===== src/rtl/user_clk_tick_gen.sv =====
// Samples a divided user clock and its reset as data in the CLK_IN domain.
// Produces a per-edge tick, a tick timestamp, a periodic trigger and a clock-loss flag.
module user_clk_tick_gen #(
    parameter int unsigned SYNC_STAGES = 2,
    parameter int unsigned CNT_W       = 32,
    parameter int unsigned TIMEOUT     = 100
) (
    input  logic             CLK_IN,
    input  logic             RST_IN,
    input  logic             USER_CLK_IN,
    input  logic             USER_RST_IN,
    input  logic             EN_IN,
    input  logic [15:0]      TRIG_PERIOD_IN,
    input  logic [7:0]       TRIG_WIDTH_IN,
    output logic             TICK_OUT,
    output logic [CNT_W-1:0] TSTAMP_OUT,
    output logic             TRIG_OUT,
    output logic             CLK_LOSS_OUT
);

    localparam int unsigned WD_W = $clog2(TIMEOUT + 1);

    logic [SYNC_STAGES-1:0] uclk_sync_q;
    logic [SYNC_STAGES-1:0] urst_sync_q;
    logic                   uclk_d_q;
    logic                   tick_q;
    logic [CNT_W-1:0]       tstamp_q;
    logic [15:0]            phase_q;
    logic                   trig_q;
    logic [7:0]             width_q;
    logic [WD_W-1:0]        wd_q;
    logic                   loss_q;

    logic        uclk_s;
    logic        urst_s;
    logic        tick_d;
    logic        fire;
    logic [15:0] period_m1;
    logic [7:0]  width_m1;

    always_comb begin
        uclk_s    = uclk_sync_q[SYNC_STAGES-1];
        urst_s    = urst_sync_q[SYNC_STAGES-1];
        // User reset masks a rise seen in the same cycle.
        tick_d    = uclk_s & ~uclk_d_q & ~urst_s;
        period_m1 = (TRIG_PERIOD_IN == 16'd0) ? 16'd0 : TRIG_PERIOD_IN - 16'd1;
        width_m1  = (TRIG_WIDTH_IN == 8'd0) ? 8'd0 : TRIG_WIDTH_IN - 8'd1;
        fire      = tick_d & EN_IN & (phase_q == 16'd0);
    end

    always_ff @(posedge CLK_IN) begin
        if (RST_IN) begin
            uclk_sync_q <= '0;
            urst_sync_q <= '0;
            uclk_d_q    <= 1'b0;
            tick_q      <= 1'b0;
            tstamp_q    <= '0;
            phase_q     <= '0;
            trig_q      <= 1'b0;
            width_q     <= '0;
            wd_q        <= '0;
            loss_q      <= 1'b0;
        end else begin
            uclk_sync_q <= {uclk_sync_q[SYNC_STAGES-2:0], USER_CLK_IN};
            urst_sync_q <= {urst_sync_q[SYNC_STAGES-2:0], USER_RST_IN};
            uclk_d_q    <= uclk_s;
            tick_q      <= tick_d;
            if (urst_s) begin
                tstamp_q <= '0;
                phase_q  <= '0;
                trig_q   <= 1'b0;
                width_q  <= '0;
                wd_q     <= '0;
                loss_q   <= 1'b0;
            end else begin
                tstamp_q <= tstamp_q + {{(CNT_W-1){1'b0}}, tick_q};
                if (!EN_IN) begin
                    phase_q <= '0;
                    trig_q  <= 1'b0;
                    width_q <= '0;
                end else begin
                    // >= so a shrinking period wraps at once instead of overrunning.
                    if (tick_d) begin
                        phase_q <= (phase_q >= period_m1) ? 16'd0 : phase_q + 16'd1;
                    end
                    // width_q holds the remaining high cycles after the current one.
                    if (fire) begin
                        trig_q  <= 1'b1;
                        width_q <= width_m1;
                    end else if (trig_q) begin
                        if (width_q == 8'd0) begin
                            trig_q <= 1'b0;
                        end else begin
                            width_q <= width_q - 8'd1;
                        end
                    end
                end
                if (tick_d) begin
                    wd_q   <= '0;
                    loss_q <= 1'b0;
                end else begin
                    if (wd_q != WD_W'(TIMEOUT)) begin
                        wd_q <= wd_q + 1'b1;
                    end
                    loss_q <= (wd_q >= WD_W'(TIMEOUT - 1));
                end
            end
        end
    end

    assign TICK_OUT     = tick_q;
    assign TSTAMP_OUT   = tstamp_q;
    assign TRIG_OUT     = trig_q;
    assign CLK_LOSS_OUT = loss_q;

endmodule

===== config.mk =====
export PLATFORM = sky130hd
export DESIGN_NAME = user_clk_tick_gen
export DESIGN_NICKNAME = d
export VERILOG_FILES = /design/src/rtl/user_clk_tick_gen.sv
export SDC_FILE = /design/constraint.sdc
export NUM_CORES = 1
export LEC_CHECK = 0
export ABC_CLOCK_PERIOD_IN_PS = 4700
export CORE_UTILIZATION = 54
export DETAILED_ROUTE_END_ITERATION = 10
export GPL_TIMING_DRIVEN = 0
export PLACE_DENSITY = 0.8
export RECOVER_POWER = 25
export SYNTH_ARGS = -nofsm -noshare
export SYNTH_HDL_FRONTEND = slang
export SYNTH_SLANG_ARGS = --single-unit

===== constraint.sdc =====
create_clock -name CLK_IN -period 4.7 [get_ports CLK_IN]
set_input_delay 0.94 -clock CLK_IN [delete_from_list [all_inputs] [get_ports CLK_IN]]
set_output_delay 0.94 -clock CLK_IN [all_outputs]
set_load 0.01 [all_outputs]

Word level (Yosys, flattened, before mapping):

Index checks and enable logic that the tools add are counted.

* $add $sub $neg: 6
* magnitude comparators: 2
* eq/ne operators: 2
* muxes and demuxes: 9
* bitwise logic cells: 7
* reductions and logical operators: 9

Operator list (number)
* 32-bit by 1-bit adder with 32-bit output: 1
* 16-bit logical NOT: 2
* 16-bit 2-to-1 mux: 2
* 8-bit 2-to-1 mux: 4
* 16-bit by 1-bit adder with 16-bit output (second input constant): 1
* 16-bit >= comparator: 1
* 8-bit logical NOT: 2
* 16-bit by 1-bit subtractor with 16-bit output (second input constant): 1
* 8-bit by 1-bit subtractor with 8-bit output (second input constant): 2
* 7-bit by 1-bit adder with 7-bit output (second input constant): 1
* 7-bit >= comparator (second input constant): 1
* 7-bit != test (second input constant): 1
* 3-bit OR reduction: 2
* 1-bit bitwise AND: 4
* 1-bit 2-to-1 mux: 3
* 1-bit NOT: 3
* 2-bit != test (second input constant): 1
* 2-bit AND reduction: 1
* 2-bit nonzero test: 1
* 2-bit OR reduction: 1

* register bits: 71
* input port bits: 29
* logic and storage cells: 45

Depth between registers and ports, before layout:

Gate-level depths: netlist of run 1.

* depth in word-level cells: 7
* mapped depth: 13

Worst setup path after synthesis of run 1:

No wires, ideal clock.

* kind: input -> register
* from: input port TRIG_PERIOD_IN[5]
* to: register phase_q[10]
* data arrival time: 3628 ps
* data required time: 4583 ps
* path slack: 954 ps
* stages on the path: 12
* path buffers: 1
* cells stage by stage: nor4_1 nand3_1 nor4_1 xor2_1 nand2_1 ha_1 nand2_1 nor4_1 o2111ai_1 a31oi_1 buf_2 nor2_1

* word-level cells in the longest chain between the ends: 4

RTL lines
* start, declared: RTL line 13 `input logic [15:0] TRIG_PERIOD_IN,`
* 16-bit by 1-bit subtractor with 16-bit output or 16-bit logical NOT (tied branches): RTL line 46 `period_m1 = (TRIG_PERIOD_IN == 16'd0) ? 16'd0 : TRIG_PERIOD_IN - 16'd1;`
* 16-bit 2-to-1 mux *: RTL line 46
* 16-bit >= comparator *: RTL line 84 `phase_q <= (phase_q >= period_m1) ? 16'd0 : phase_q + 16'd1;`
* 16-bit 2-to-1 mux *: RTL line 84
* end signal, assigned: RTL line 84
* end, declared: RTL line 28 `logic [15:0] phase_q;`

Mark *: on every way between the ends. The rest lies on a longest branch, timed or not.
A chain may end at the register's enable or synchronous reset.

Worst setup path in the final report of run 1:

* from: input port TRIG_PERIOD_IN[7]
* to: register phase_q[14]

The elaborated chain is that of the path after synthesis.

==> impl_metrics.json, run 1 <==
{
  "worst_clock_skew_ns": 0.009146,
  "yosys_warnings": 0,
  "syn_inst": 487,
  "r2r-start": "phase_q[12]",
  "antenna_found_initial": 0,
  "clk_latency_ns": 0.34,
  "r2r_slack_ns": 2.43,
  "clock_path_buffers": 2,
  "track_usage": 0.2259,
  "synth.top_cell.area_share": 0.3520,
  "grt_overflow_total": 0,
  "crit_family": "simple AND/OR/NAND/NOR gates",
  "path_clk_slew_ns": 0.07,
  "peakVddDrop_mv": 0.1471,
  "hold_start": "uclk_sync_q[1]",
  "path_max_fanout": 10,
  "syn_to_final_growth_pct": 23.49,
  "worst_slew_pin_slew_ns": 1.172,
  "fin_cells": 665,
  "yosysUniqueCellTypes": 49,
  "dr_total_vias": 3577,
  "initial_utilization": 0.5567,
  "final_core_util": 0.6874,
  "cts.sinks": 71,
  "wl_per_cell_microns": 12.65,
  "synth_ff_type": "dfxtp_1",
  "startpoint": "TRIG_PERIOD_IN[7]",
  "hold_depth": 2,
  "maxSlewViolCount": 0,
  "fin_ws_ns": 0.4306,
  "netlist_area_sq_um": 4038,
  "hp-class": "flop to flop",
  "io_pins": 64,
  "path_class": "primary input to flop",
  "ys_seq_area_frac": 0.3520,
  "final.period_utilization": 0.9084,
  "finalPower_mw": 1.181,
  "end_kind": "flop",
  "drcViolationCount": 0,
  "cp_num_buf_inv": 3,
  "die-width_microns": 88.47,
  "cap_violations": 0,
  "status": "finished, final reports clean",
  "worstPathArrival_ns": 4.50,
  "fmax_mhz": 234.2,
  "final_net_count": 617,
  "synth-seq-cells": 71,
  "drtIter0Drc": 163,
  "grt_max_degree": 13,
  "fp-row-count": 31,
  "cts_resized": 0,
  "nFillCells": 635,
  "setup_viol": 0,
  "avgViaCountPerCell": 5.379,
  "antenna_left": 0,
  "hold_viol": 0,
  "crit_slowest_cell": "a31oi_1",
  "layout-drive-gt1-share": 0.06007,
  "cts_tree": "yes",
  "start_kind": "primary input",
  "fin_crit_ns": 4.269,
  "io_buffers": 63,
  "cts_max_level": 3,
  "slew_headroom": 0.2114,
  "ctsHoldBuffers": 0,
  "postCtsSetupRepairBufs": 0,
  "p_leak_nw": 1.914,
  "ys_async_sr_fraction": 0,
  "p_per_area_nw_per_um2": 236.9,
  "hold_path_end": "uclk_d_q",
  "grt_setup_unrepaired": "false",
  "synth_common_cells": "nor2_1, dfxtp_1, nand2_1, xor2_1",
  "cts_buffers": 9,
  "wl_mm": 8.414,
  "rr_worst_depth": 7,
  "synth_edf_count": 0,
  "synth.area.top_cells": "dfxtp_1, ha_1, xor2_1",
  "syn_area_per_cell_sq_um": 8.291,
  "syn_nets": 543,
  "cp_slowest_stage_delay_ns": 0.47,
  "critPathRequiredTime_ns": 4.93,
  "dieArea_sq_um": 7827,
  "yosysTopAreaCell": "dfxtp_1",
  "placed_cells": 649,
  "drtPass1Iterations": 4,
  "dp_slack_ns": -0.08801,
  "reg2reg_to": "phase_q[14]",
  "yosysMostFrequentCell": "nor2_1",
  "diodes": 0,
  "grt_pass1_wl_mm": 13.97,
  "path_cells": "clkdlybuf4s50_1, nor4_1, nor4b_1, nand4b_1, clkbuf_1, nand2_1, ha_1, nand2_1, nor4_1, o2111ai_1, a31oi_1, buf_2, nor2_1",
  "die_h_microns": 88.47,
  "cts-root-buf": "clkbuf_8",
  "gp_congestion": 0.8637,
  "place_hpwl_mm": 6.423,
  "grt_pass1_vias": 3272,
  "core_sq_um": 7253
}
==> layer usage <==
metal,routed length [microns],track usage,share of wire
met2,4160,0.4042,0.49
met4,155,0.08798,0.018
met3,351,0.05037,0.042
met5,0,0,0
met1,3746,0.2615,0.45
==> area by class of cell <==
type / count / area, sq um / area share
Buffer: 12 / 56.30 / 0.01129
Clock buffer: 9 / 123.9 / 0.02484
Clock inverter: 7 / 63.81 / 0.01280
Inverter: 15 / 56.30 / 0.01129
Multi-Input combinational cell: 389 / 2510 / 0.5034
Sequential cell: 71 / 1421 / 0.2851
Tap cell: 99 / 123.9 / 0.02484
Timing Repair Buffer: 63 / 630.6 / 0.1265
==> worst max-delay path by stage <==
stage                        endpoint  cells after the start
after floorplan           phase_q[10]                     12
after global placement    phase_q[13]                     13
after detailed placement  phase_q[10]                     13
after CTS                 phase_q[14]                     13
after global routing      phase_q[15]                     13
final                     phase_q[14]                     13
==> tightest hold or removal path, stage by stage (launching register included) <==
cell	delay [ns]
dfxtp_1	0.31
inv_1	0.06
nor2_1	0.04
==> cell usage in the layout, fill, tap and decap left out, types with 2 or more instances in the layout <==
master | synthesis | final
nor2_1 | 74 | 74
nand3_1 | 17 | 17
a211oi_1 | 3 | 3
xnor2_1 | 27 | 27
nor4_1 | 17 | 16
inv_1 | 15 | 15
xor2_1 | 38 | 38
or3_1 | 7 | 7
or4_1 | 5 | 5
o21ai_0 | 14 | 15
dfxtp_1 | 71 | 71
mux2i_1 | 7 | 7
and4_1 | 5 | 5
and2_1 | 8 | 7
and3_1 | 7 | 7
nand2_1 | 53 | 53
clkinv_2 | 0 | 5
and2_0 | 1 | 2
or4_4 | 2 | 2
buf_2 | 3 | 3
clkbuf_8 | 0 | 9
nor4b_1 | 2 | 2
nor3_1 | 11 | 11
nor3b_1 | 3 | 3
or2_2 | 3 | 3
o211a_1 | 2 | 2
clkbuf_1 | 8 | 8
a21oi_1 | 17 | 17
nand2b_1 | 2 | 2
o211ai_1 | 2 | 2
ha_1 | 27 | 27
clkdlybuf4s50_1 | 0 | 62
nor2b_1 | 8 | 8
nand4_1 | 10 | 10
==> flip-flops by register name, indices dropped and copies added, names as in the netlist <==
name / cells
phase_q: 16
uclk_sync_q: 2
urst_sync_q: 2
width_q: 8
TICK_OUT: 1
CLK_LOSS_OUT: 1
uclk_d_q: 1
TRIG_OUT: 1
wd_q: 7
TSTAMP_OUT: 32
==> cell families (layout without fill, tap and decap cells) <==
family,after synthesis,count (layout),share of synthesized area
simple gates,244,244,0.3096
compound gates,46,46,0.06849
xor+xnor,65,65,0.1410
fa+ha+maj,27,27,0.08367
flops,71,71,0.3520
buf+inv,27,106,0.02789
mux,7,7,0.01735
==> report_power, final <==
group	internal, mW	switching [mW]	leakage [nW]
Clock	0.241	0.228	0.103
Sequential	0.606	0.00457	0.573
Combinational	0.0488	0.0523	1.24
Total	0.896	0.285	1.91
==> metrics by stage <==
step | TNS [ns] | hold WS [ns] | area (sq um)
final | 0 | 0.4411 | 4986
after global routing | 0 | 0.4703 | 4986
after CTS | 0 | 0.4505 | 4980
after detailed placement | -0.7793 | 0.4279 | 4792
after global placement | -1.086 | 0.4316 | 4792
after floorplan | 0 | 0.4138 | 4038
Power figures use the tool's default switching activity.
==> run 2, diff against run 1 <==
--- a/config.mk
+++ b/config.mk
@@ -9,6 +9,7 @@
 export CORE_UTILIZATION = 54
 export DETAILED_ROUTE_END_ITERATION = 10
 export GPL_TIMING_DRIVEN = 0
+export MAX_ROUTING_LAYER = met4
 export PLACE_DENSITY = 0.8
 export RECOVER_POWER = 25
 export SYNTH_ARGS = -nofsm -noshare
==> run 2 against run 1 <==
  * First-iteration DRC count decreased by 2.5%
  * Count of clock-buffer cells in the layout did not move
  * Hold slack about the same
  * Clock power is essentially flat
  * Critical path type unchanged
==> impl_metrics.json, run 2 (synthesized netlist as in run 1, its figures left out) <==
{
  "postCtsSetupRepairBufs": 0,
  "final_net_count": 617,
  "grt_pass1_wl_mm": 13.97,
  "critPathRequiredTime_ns": 4.93,
  "cts-root-buf": "clkbuf_8",
  "clock_path_buffers": 2,
  "clk_latency_ns": 0.34,
  "p_per_area_nw_per_um2": 236.8,
  "cellInternalPower_mw": 0.8963,
  "die_h_microns": 88.47,
  "cts_resized": 0,
  "placed_cells": 649,
  "grt_max_degree": 13,
  "slew_headroom": 0.2271,
  "worstPathArrival_ns": 4.50,
  "wl_mm": 8.427,
  "largest_reg_flops": 32,
  "p_leak_nw": 1.914,
  "final.period_utilization": 0.9095,
  "peakVddDrop_mv": 0.1471,
  "cts_tree": "yes",
  "clkPwrFrac": 0.397,
  "diodes": 0,
  "fin_cells": 665,
  "grt_setup_unrepaired": "false",
  "finalPower_mw": 1.181,
  "switching_power_mw": 0.2846,
  "cts_buffers": 9,
  "grt_pass1_vias": 3278,
  "end_kind": "flop",
  "fmax_mhz": 233.9,
  "power_frac_seq": 0.517,
  "worst_clock_skew_ns": 0.009406,
  "path_cells": "clkdlybuf4s50_1, nor4_1, nor4b_1, nand4b_1, clkbuf_1, nand2_1, ha_1, nand2_1, nor4_1, o2111ai_1, a31oi_1, buf_2, nor2_1",
  "cp_num_buf_inv": 3,
  "fin_crit_ns": 4.274,
  "status": "finished, final reports clean",
  "crit_slowest_cell": "a31oi_1",
  "whs_ns": 0.4415,
  "path_max_fanout": 10,
  "dieArea_sq_um": 7827,
  "antenna_left": 0,
  "nFillCells": 635,
  "placed_area_sq_um": 4792,
  "fp-row-count": 31,
  "avgViaCountPerCell": 5.382,
  "path_clk_slew_ns": 0.07,
  "path_class": "primary input to flop",
  "gp_congestion": 0.8777,
  "cts.sinks": 71,
  "setup_viol": 0,
  "antenna_found_initial": 0,
  "maxSlewViolCount": 0,
  "grt_overflow_total": 0,
  "initial_utilization": 0.5567,
  "layout_commonest_cell": "nor2_1",
  "layout-drive-gt1-share": 0.06007,
  "cap_violations": 0,
  "drtIter0Drc": 159,
  "die-width_microns": 88.47,
  "cts_max_level": 3,
  "io_pins": 64,
  "cp_slowest_stage_delay_ns": 0.47,
  "worst_slew_pin_slew_ns": 1.149,
  "switching_share": 0.2410,
  "crit_family": "simple AND/OR/NAND/NOR gates",
  "stdcell_area_sq_um": 4986,
  "drtPass1Iterations": 4,
  "hold_viol": 0,
  "place_hpwl_mm": 6.423,
  "wl_per_cell_microns": 12.67,
  "hp-class": "flop to flop",
  "drcViolationCount": 0,
  "ctsHoldBuffers": 0,
  "syn_to_final_growth_pct": 23.49,
  "combPwrFrac": 0.086,
  "core_sq_um": 7253,
  "layout_common_cells": "nor2_1, dfxtp_1, clkdlybuf4s50_1, nand2_1, xor2_1",
  "track_usage": 0.2329,
  "dr_total_vias": 3579,
  "io_buffers": 63,
  "start_kind": "primary input"
}
[run 2: cell counts in the layout (fill, tap and decap cells not counted)]
No cell type changed its count.
[run 2: routing by layer]
layer / global-route usage / share of wire
met5: - / 0
met1: 0.2615 / 0.44
met4: 0.08798 / 0.017
met3: 0.05037 / 0.041
met2: 0.4042 / 0.50
[run 2: path summary, 6_finish.rpt]
check,cells past startpoint,endpoint,slack [ns],start
max,13,phase_q[14],0.43,TRIG_PERIOD_IN[7]
max reg2reg,7,phase_q[14],2.43,phase_q[12]
min,2,uclk_d_q,0.44,uclk_sync_q[1]
min reg2reg,2,uclk_d_q,0.44,uclk_sync_q[1]
[run 2: worst register-to-register path, stage by stage (launching register included)]
cell and delay (ns):
dfxtp_1 0.37, ha_1 0.30, nand2_1 0.06, nor4_1 0.38
o2111ai_1 0.20, a31oi_1 0.47, buf_2 0.31, nor2_1 0.08
[run 2: per-stage QoR]
step | TNS (ns) | utilization | setup slack [ns]
after detailed placement | -0.7793 | 0.6607 | -0.08801
final | 0 | 0.6874 | 0.4255
after global placement | -1.086 | 0.6607 | -0.1118
after CTS | 0 | 0.6866 | 0.2771
after global routing | 0 | 0.6874 | 0.02687
after floorplan | 0 | - | 0.9544
[run 2: cell type report]
type | instances | area (sq um) | share of cell area
repair buffers | 63 | 630.6 | 0.1265
clock inverters | 7 | 63.81 | 0.01280
clock buffers | 9 | 123.9 | 0.02484
well taps | 99 | 123.9 | 0.02484
plain buffers | 12 | 56.30 | 0.01129
multi-input cells | 389 | 2510 | 0.5034
inverters | 15 | 56.30 | 0.01129
flip-flops and latches | 71 | 1421 | 0.2851
[run 2: power groups by stage]
stage	logic (mW)	clock network, mW	registers (mW)
5_1_grt	0.114	0.501	0.612
4_1_cts	0.101	0.479	0.611
6_report	0.101	0.469	0.611
3_3_place_gp	0.0979	0	0.624
3_5_place_dp	0.101	0	0.625
2_1_floorplan	0.0546	0	0.624
